[config.mk]
export PLATFORM = sky130hd
export DESIGN_NAME = pf_refill_ctrl
export DESIGN_NICKNAME = d
export VERILOG_FILES = /design/src/rtl/pf_refill_pkg.sv /design/src/rtl/pf_addr_ring.sv /design/src/rtl/pf_refill_ctrl.sv
export SDC_FILE = /design/constraint.sdc
export NUM_CORES = 1
export LEC_CHECK = 0
export BUFFER_PORTS_ARGS = -buffer_cell sky130_fd_sc_hd__buf_2
export CAP_MARGIN = 40
export CORE_UTILIZATION = 34
export DETAILED_ROUTE_END_ITERATION = 16
export PLACE_DENSITY_LB_ADDON = 0.1
export SLEW_MARGIN = 20
export SYNTH_ARGS = -nofsm -noshare
export SYNTH_HDL_FRONTEND = slang
export SYNTH_SLANG_ARGS = --single-unit
export TNS_END_PERCENT = 100
[constraint.sdc]
create_clock -name clk -period 4.9 [get_ports clk]
set_input_delay 1.225 -clock clk [delete_from_list [all_inputs] [get_ports clk]]
set_output_delay 1.225 -clock clk [all_outputs]
set_load 0.03 [all_outputs]
[src/rtl/pf_refill_pkg.sv]
// Shared types and line geometry for the prefetch refill controller.
package pf_refill_pkg;

    localparam int LINE_OFFSET_W = 4;
    localparam int LINE_BYTES    = 16;

    typedef enum logic [1:0] {
        IDLE   = 2'd0,
        ACTIVE = 2'd1,
        FLUSH  = 2'd2
    } pf_refill_state_e;

endpackage

[src/rtl/pf_addr_ring.sv]
// Circular line-address buffer with write/issue/retire pointers.
// With PF_REFILL_DEDUP_EN defined it also reports which live entries match a probe address.
module pf_addr_ring #(
    parameter int DEPTH  = 4,
    parameter int ADDR_W = 32,
    localparam int IDX_W = $clog2(DEPTH),
    localparam int PTR_W = IDX_W + 1
) (
    input  logic              clk,
    input  logic              rst_n,
    input  logic              push,
    input  logic [ADDR_W-1:0] push_addr,
    input  logic              issue,
    input  logic              retire,
    input  logic              drop_pending,
    output logic [ADDR_W-1:0] iss_addr,
    output logic [ADDR_W-1:0] rd_addr,
    output logic [PTR_W-1:0]  n_tot,
    output logic [PTR_W-1:0]  n_fly,
    output logic              pending
`ifdef PF_REFILL_DEDUP_EN
    ,
    input  logic [ADDR_W-1:0] cmp_addr,
    output logic [DEPTH-1:0]  match_vec
`endif
);

    logic [ADDR_W-1:0] mem [DEPTH];
    logic [PTR_W-1:0]  wr_ptr;
    logic [PTR_W-1:0]  iss_ptr;
    logic [PTR_W-1:0]  rd_ptr;

    // One extra pointer bit distinguishes full from empty.
    always_ff @(posedge clk) begin
        if (!rst_n) begin
            wr_ptr  <= '0;
            iss_ptr <= '0;
            rd_ptr  <= '0;
        end else begin
            if (drop_pending) begin
                wr_ptr <= iss_ptr;
            end else if (push) begin
                wr_ptr <= wr_ptr + 1'b1;
            end
            if (issue) begin
                iss_ptr <= iss_ptr + 1'b1;
            end
            if (retire) begin
                rd_ptr <= rd_ptr + 1'b1;
            end
        end
    end

    always_ff @(posedge clk) begin
        if (push) begin
            mem[wr_ptr[IDX_W-1:0]] <= push_addr;
        end
    end

    assign iss_addr = mem[iss_ptr[IDX_W-1:0]];
    assign rd_addr  = mem[rd_ptr[IDX_W-1:0]];
    assign n_tot    = wr_ptr - rd_ptr;
    assign n_fly    = iss_ptr - rd_ptr;
    assign pending  = (iss_ptr != wr_ptr);

`ifdef PF_REFILL_DEDUP_EN
    logic [IDX_W-1:0] rd_idx;
    assign rd_idx = rd_ptr[IDX_W-1:0];

    // An entry is live when its distance from rd_ptr is below the occupancy.
    always_comb begin
        match_vec = '0;
        for (int i = 0; i < DEPTH; i++) begin
            if (({1'b0, IDX_W'(i) - rd_idx} < n_tot) && (mem[i] == cmp_addr)) begin
                match_vec[i] = 1'b1;
            end
        end
    end
`endif

endmodule

[src/rtl/pf_refill_ctrl.sv]
// Prefetch line request responder: buffers line requests, issues L2 refills, writes returned lines.
// Optional duplicate-request suppression is built when PF_REFILL_DEDUP_EN is defined.
//
//   state  | meaning
//   IDLE   | buffer empty, nothing outstanding
//   ACTIVE | accepting requests, issuing refills, retiring responses
//   FLUSH  | unissued entries dropped; waiting for in-flight refills to return
module pf_refill_ctrl
    import pf_refill_pkg::*;
#(
    parameter int DEPTH  = 4,
    parameter int ADDR_W = 32,
    parameter int LINE_W = 128
) (
    input  logic              clk,
    input  logic              rst_n,
    input  logic              pf_req_i,
    input  logic [ADDR_W-1:0] pf_addr_i,
    output logic              pf_gnt_o,
    output logic              pf_rvalid_o,
    input  logic              flush_i,
    output logic              busy_o,
    output logic              refill_req_o,
    output logic [ADDR_W-1:0] refill_addr_o,
    input  logic              refill_gnt_i,
    input  logic              refill_rvalid_i,
    input  logic [LINE_W-1:0] refill_rdata_i,
    output logic              line_we_o,
    output logic [ADDR_W-1:0] line_addr_o,
    output logic [LINE_W-1:0] line_data_o,
    output logic              err_o
);

    localparam int PTR_W = $clog2(DEPTH) + 1;
    localparam logic [PTR_W-1:0]  DEPTH_P  = PTR_W'(DEPTH);
    localparam logic [ADDR_W-1:0] OFF_MASK = ADDR_W'(LINE_BYTES - 1);

    if (((1 << LINE_OFFSET_W) != LINE_BYTES) || (LINE_W != 8 * LINE_BYTES)) begin : g_bad_cfg
        $error("pf_refill_ctrl: LINE_W must equal 8*LINE_BYTES");
    end

    pf_refill_state_e  state;
    logic [ADDR_W-1:0] req_line;
    logic [ADDR_W-1:0] iss_addr;
    logic [ADDR_W-1:0] rd_addr;
    logic [PTR_W-1:0]  n_tot;
    logic [PTR_W-1:0]  n_fly;
    logic              pending;
    logic              push;
    logic              issue;
    logic              retire;

    assign req_line      = pf_addr_i & ~OFF_MASK;
    assign pf_gnt_o      = pf_req_i && (n_tot < DEPTH_P) && (state != FLUSH);
    assign refill_req_o  = pending && (state == ACTIVE);
    assign refill_addr_o = refill_req_o ? iss_addr : '0;
    assign issue         = refill_req_o && refill_gnt_i;
    assign retire        = refill_rvalid_i && (n_fly != '0);
    assign busy_o        = (state != IDLE);

`ifdef PF_REFILL_DEDUP_EN
    localparam int OWE_W = PTR_W + 4;

    logic [DEPTH-1:0] match_vec;
    logic             last_vld;
    logic             dup;
    logic [OWE_W-1:0] owed;
    logic [OWE_W-1:0] demand;

    // A duplicate is granted without a refill; its completion pulse may queue behind line writes.
    assign dup    = (|match_vec) || (last_vld && (line_addr_o == req_line));
    assign push   = pf_gnt_o && !dup;
    assign demand = owed + OWE_W'(retire) + OWE_W'(pf_gnt_o && dup);
`else
    assign push = pf_gnt_o;
`endif

    pf_addr_ring #(
        .DEPTH  (DEPTH),
        .ADDR_W (ADDR_W)
    ) u_ring (
        .clk          (clk),
        .rst_n        (rst_n),
        .push         (push),
        .push_addr    (req_line),
        .issue        (issue),
        .retire       (retire),
        .drop_pending (state == FLUSH),
        .iss_addr     (iss_addr),
        .rd_addr      (rd_addr),
        .n_tot        (n_tot),
        .n_fly        (n_fly),
        .pending      (pending)
`ifdef PF_REFILL_DEDUP_EN
        ,
        .cmp_addr     (req_line),
        .match_vec    (match_vec)
`endif
    );

    always_ff @(posedge clk) begin
        if (!rst_n) begin
            state       <= IDLE;
            line_we_o   <= 1'b0;
            pf_rvalid_o <= 1'b0;
            line_addr_o <= '0;
            line_data_o <= '0;
            err_o       <= 1'b0;
`ifdef PF_REFILL_DEDUP_EN
            owed        <= '0;
            last_vld    <= 1'b0;
`endif
        end else begin
            line_we_o <= retire;
            if (retire) begin
                line_addr_o <= rd_addr;
                line_data_o <= refill_rdata_i;
            end
            if (refill_rvalid_i && (n_fly == '0)) begin
                err_o <= 1'b1;
            end
`ifdef PF_REFILL_DEDUP_EN
            pf_rvalid_o <= (demand != '0);
            owed        <= demand - OWE_W'(demand != '0);
            if (retire) begin
                last_vld <= 1'b1;
            end
`else
            pf_rvalid_o <= retire;
`endif
            // Exit checks use the occupancy as it will be after this edge.
            case (state)
                IDLE: begin
                    if (push) begin
                        state <= ACTIVE;
                    end
                end
                ACTIVE: begin
                    if (flush_i) begin
                        state <= FLUSH;
                    end else if (!push && (n_tot == PTR_W'(retire))) begin
                        state <= IDLE;
                    end
                end
                FLUSH: begin
                    if (n_fly == PTR_W'(retire)) begin
                        state <= IDLE;
                    end
                end
                default: state <= IDLE;
            endcase
        end
    end

endmodule

==> Flow_metrics.wiki <==
{| class="wikitable"
! Metric !! Value
|-
| Status || completed
|-
| Post-route cell area || 15000 µm²
|-
| Clock Sinks || approximately 280
|-
| Prevailing post-synth register cell || sky130_fd_sc_hd__dfxtp_1
|-
| Cell variety after synth || 39
|-
| Highest Clock Rate || approximately 260 MHz
|-
| Worst path max stage delay || 410 ps
|-
| Post-synth top area share || 0.294
|-
| Routed length per placed instance || 17.5 µm
|-
| I/O pin count || about 360
|-
| Setup repair after global routing missed its margin || no
|-
| Number of setup violations in the final report || 0
|-
| Max stage delay cell, worst path || sky130_fd_sc_hd__fa_1
|-
| Mean area per synthesized cell || around 12 µm²
|-
| Post-Place Setup Slack || 1560 ps
|-
| CTS tree || built
|-
| Biggest area consumer among synthesized cells || sky130_fd_sc_hd__dfxtp_1
|-
| R2R cell count || 8
|-
| Source of the worst hold timing path || line_data_o[121]$_SDFFE_PN0P_
|-
| Number of instances resized during post-cts repair || 0
|-
| Pleak || roughly 6 nW
|-
| Most common cell in the netlist || sky130_fd_sc_hd__nand2_1
|-
| Endpoint with the worst hold slack || line_data_o[121]$_SDFFE_PN0P_
|-
| Pre-antenna DRT Iters || 4
|-
| Post-layout nets || ~1500
|-
| Worst path top cell family by delay || adder cells
|-
| CP arrival || around 2600 ps
|-
| Global-route wire length before repair || a little under 50000 µm
|-
| Total grt overflow || 0
|-
| Maximum clock skew at final layout || 13.3 ps
|-
| Final min period || about 3800 ps
|-
| Num CTS Buffers || 34
|-
| Synthesis-to-layout area growth || 28.7%
|-
| Die H || 187 µm
|-
| Post-synth ARST share || 0
|-
| Die boundary width || around 190 µm
|-
| Total Routed Length || 31500 µm
|-
| Weighted congestion at the end of routability-driven global placement || 0.756
|-
| Class of the most critical hold timing path || reg2reg
|-
| Ratio of final minimum period to clock period || 0.772
|-
| Final count of hold timing violations || 0
|-
| Ordered list of cells on the worst path || inv_1 -> ha_1 -> fa_1 -> xnor3_1 -> nand2_1 -> nor2_1 -> buf_2
|-
| Total standard cell area after synthesis || 11600 µm²
|-
| Number of nets with antenna violations after routing || 0
|-
| Post-CTS Repair Setup Buffers || 0
|-
| Worst reg2reg endpoint || line_data_o[100]$_SDFFE_PN0P_
|-
| Proportion of layout cells with a drive suffix above 1 || 0.362
|-
| Final Worst Setup Slack || between 1000 and 1500 ps
|-
| Vias in the first global route || 8206
|-
| Area after DPL || around 14000 µm²
|-
| Total of max-cap violations || 0
|-
| Fin util || 0.446
|-
| Post-detailed-route via-to-cell ratio || between 4 and 5
|-
| Leading post-synthesis cells by cell area || sky130_fd_sc_hd__dfxtp_1 29%, sky130_fd_sc_hd__edfxtp_1 29%, sky130_fd_sc_hd__mux4_2 11%
|-
| Clock Latency Late Sink || approximately 500 ps
|-
| Final-report max-slew violation count || 0
|-
| GR Util All Layers || 0.178
|-
| Critical Path Source Type || flop
|-
| Number of enable flip-flop cells after synthesis || 112
|-
| Buffers from clock root to sink, at most || 3
|-
| Clock transition at the register clock pins on the worst setup and hold paths after CTS || 60 ps
|-
| Synth top cells by count || 325 x sky130_fd_sc_hd__nand2_1, 171 x sky130_fd_sc_hd__dfxtp_1, 112 x sky130_fd_sc_hd__edfxtp_1
|-
| Worst-case headroom to the max-slew limit || 0.472
|-
| Deepest level of the CTS H-tree || 2
|-
| Rows || 67
|-
| Initial antenna violation count || 4
|-
| Count of buffering cells on the critical path with inverters included || 2
|-
| Number of hold buffers added after cts || 0
|-
| Sequential fraction of the synthesis area || 0.583
|-
| Post-Route Hold Slack || 446 ps
|-
| Data required time at the worst endpoint || 3670 ps
|-
| Port Buf Inserts || 351
|-
| Power density cells || about 620 nW/µm²
|-
| Number of instances in the synthesized netlist || slightly below 1000
|-
| Actual slew at the worst max-slew pin || around 800 ps
|-
| Clock Root Buffer || sky130_fd_sc_hd__clkbuf_16
|-
| Startpoint of the most critical register-to-register path || u_ring.rd_ptr[0]$_SDFFE_PN0P_
|-
| Kind of end point of the critical path || primary output
|-
| Effective utilization at floorplan || 0.346
|-
| First-iteration detailed-routing DRC count || roughly 370
|-
| Routed via count || around 8400
|-
| Full die area || 35000 µm²
|-
| Largest net degree at the start of global routing || 100
|-
| Post-route DRC || 0
|-
| Core outline area || 33600 µm²
|-
| Largest driver fanout on the critical path || 5
|-
| Flop and latch count out of synthesis || around 280
|-
| Number of warning messages in the yosys log || 0
|-
| Peak supply drop || between 0.0003 and 0.0004 V
|-
| Number of cells on the worst hold path || 2
|-
| Half-perimeter wire length of the detailed placement result || a little over 20000 µm
|-
| Sum of negative setup slack || 0 ps
|-
| R2R Setup Slk || around 1700 ps
|-
| Filler instances || between 3000 and 4000
|-
| CP Class || reg2out
|}
## final cells by class
type	instances	area [µm²]	share of cell area
inverter	5	18.8	0.00125
timing repair buffer	368	2030	0.136
multi-input combinational	634	4420	0.295
clock inverter	9	93.8	0.00626
antenna	1	2.50	0.000167
sequential	283	6790	0.453
clock buffer	51	1060	0.0707
tap	448	561	0.0374
## where the power goes
part | total [W] | internal [W] | switching [W]
logic | 0.00335 | 0.00109 | 0.00226
clock network | 0.00254 | 0.00160 | 0.000939
registers | 0.00333 | 0.00307 | 0.000263
total | 0.00922 | 0.00576 | 0.00346
## how the worst max path moves through the flow
stage,startpoint,end,cells after the start
floorplan,u_ring.wr_ptr[0]$_SDFFE_PN0P_,pf_gnt_o,6
global placement,flop,refill_addr_o[26],4
detailed placement,u_ring.rd_ptr[0]$_SDFFE_PN0P_,line_data_o[100]$_SDFFE_PN0P_,8
CTS,u_ring.wr_ptr[0]$_SDFFE_PN0P_,pf_gnt_o,7
global route,u_ring.wr_ptr[0]$_SDFFE_PN0P_,pf_gnt_o,7
finish,u_ring.wr_ptr[0]$_SDFFE_PN0P_,pf_gnt_o,7
## logic make-up after synthesis
family	after synthesis	share of synthesized area
adder cells (fa/ha/maj)	10	0.0120
buffers and inverters	83	0.0404
AND/OR/NAND/NOR	374	0.132
XOR/XNOR	8	0.00860
other	1	0.000322
flip-flops	283	0.583
multiplexers	60	0.112
AO/OA/AOI/OAI	174	0.112
## routing by layer
metal,up-vias,global-route usage,part of all wire
li1,4083,-,-
met1,3979,0.218,0.43
met4,6,0.0479,0.020
met5,-,0,0.00089
met3,50,0.0477,0.064
met2,246,0.308,0.49
## placed cells by master, fill, tap and decap left out, types with 2 or more instances in the layout
master,count
sky130_fd_sc_hd__a21boi_0,52
sky130_fd_sc_hd__xor2_1,4
sky130_fd_sc_hd__and2_2,4
sky130_fd_sc_hd__buf_16,3
sky130_fd_sc_hd__and2_1,30
sky130_fd_sc_hd__nand2_1,325
sky130_fd_sc_hd__clkinv_2,6
sky130_fd_sc_hd__buf_4,8
sky130_fd_sc_hd__nor2b_1,2
sky130_fd_sc_hd__nor3b_1,2
sky130_fd_sc_hd__inv_1,5
sky130_fd_sc_hd__mux4_2,56
sky130_fd_sc_hd__dfxtp_2,4
sky130_fd_sc_hd__buf_12,7
sky130_fd_sc_hd__bufinv_16,2
sky130_fd_sc_hd__ha_1,8
sky130_fd_sc_hd__conb_1,8
sky130_fd_sc_hd__clkbuf_1,7
sky130_fd_sc_hd__nor3_1,2
sky130_fd_sc_hd__o21ai_0,4
sky130_fd_sc_hd__nand2b_1,2
sky130_fd_sc_hd__nor2_1,3
sky130_fd_sc_hd__clkbuf_8,6
sky130_fd_sc_hd__o21a_1,2
sky130_fd_sc_hd__clkbuf_16,38
sky130_fd_sc_hd__dfxtp_1,167
sky130_fd_sc_hd__buf_2,350
sky130_fd_sc_hd__edfxtp_1,112
sky130_fd_sc_hd__fa_1,2
sky130_fd_sc_hd__xnor2_1,2
sky130_fd_sc_hd__a21boi_1,107
sky130_fd_sc_hd__mux2i_1,4
## sequential cells by signal, indices dropped and copies added (netlist names), named ones only
register and flops:
err_o 1, line_data_o 128, line_addr_o 28, u_ring.wr_ptr 3, line_we_o 1, u_ring.rd_ptr 3, u_ring.mem 112, state 2
u_ring.iss_ptr 3
## worst register-to-register path, cell delays in order, from the launching register on
cell	delay, ps
sky130_fd_sc_hd__dfxtp_2	320
sky130_fd_sc_hd__buf_4	560
sky130_fd_sc_hd__ha_1	280
sky130_fd_sc_hd__fa_1	420
sky130_fd_sc_hd__nand2_1	170
sky130_fd_sc_hd__o21a_4	670
sky130_fd_sc_hd__buf_4	470
sky130_fd_sc_hd__nand2_1	100
sky130_fd_sc_hd__a21boi_0	160
## stage by stage
step / instances / power (W)
floorplan: 1000 / 0.00576
global placement: 1732 / 0.00672
detailed placement: 1738 / 0.00681
CTS: 1798 / 0.00939
global route: 1799 / 0.00978
finish: 1799 / 0.00922
No activity file was read; power rests on OpenSTA's default activity.
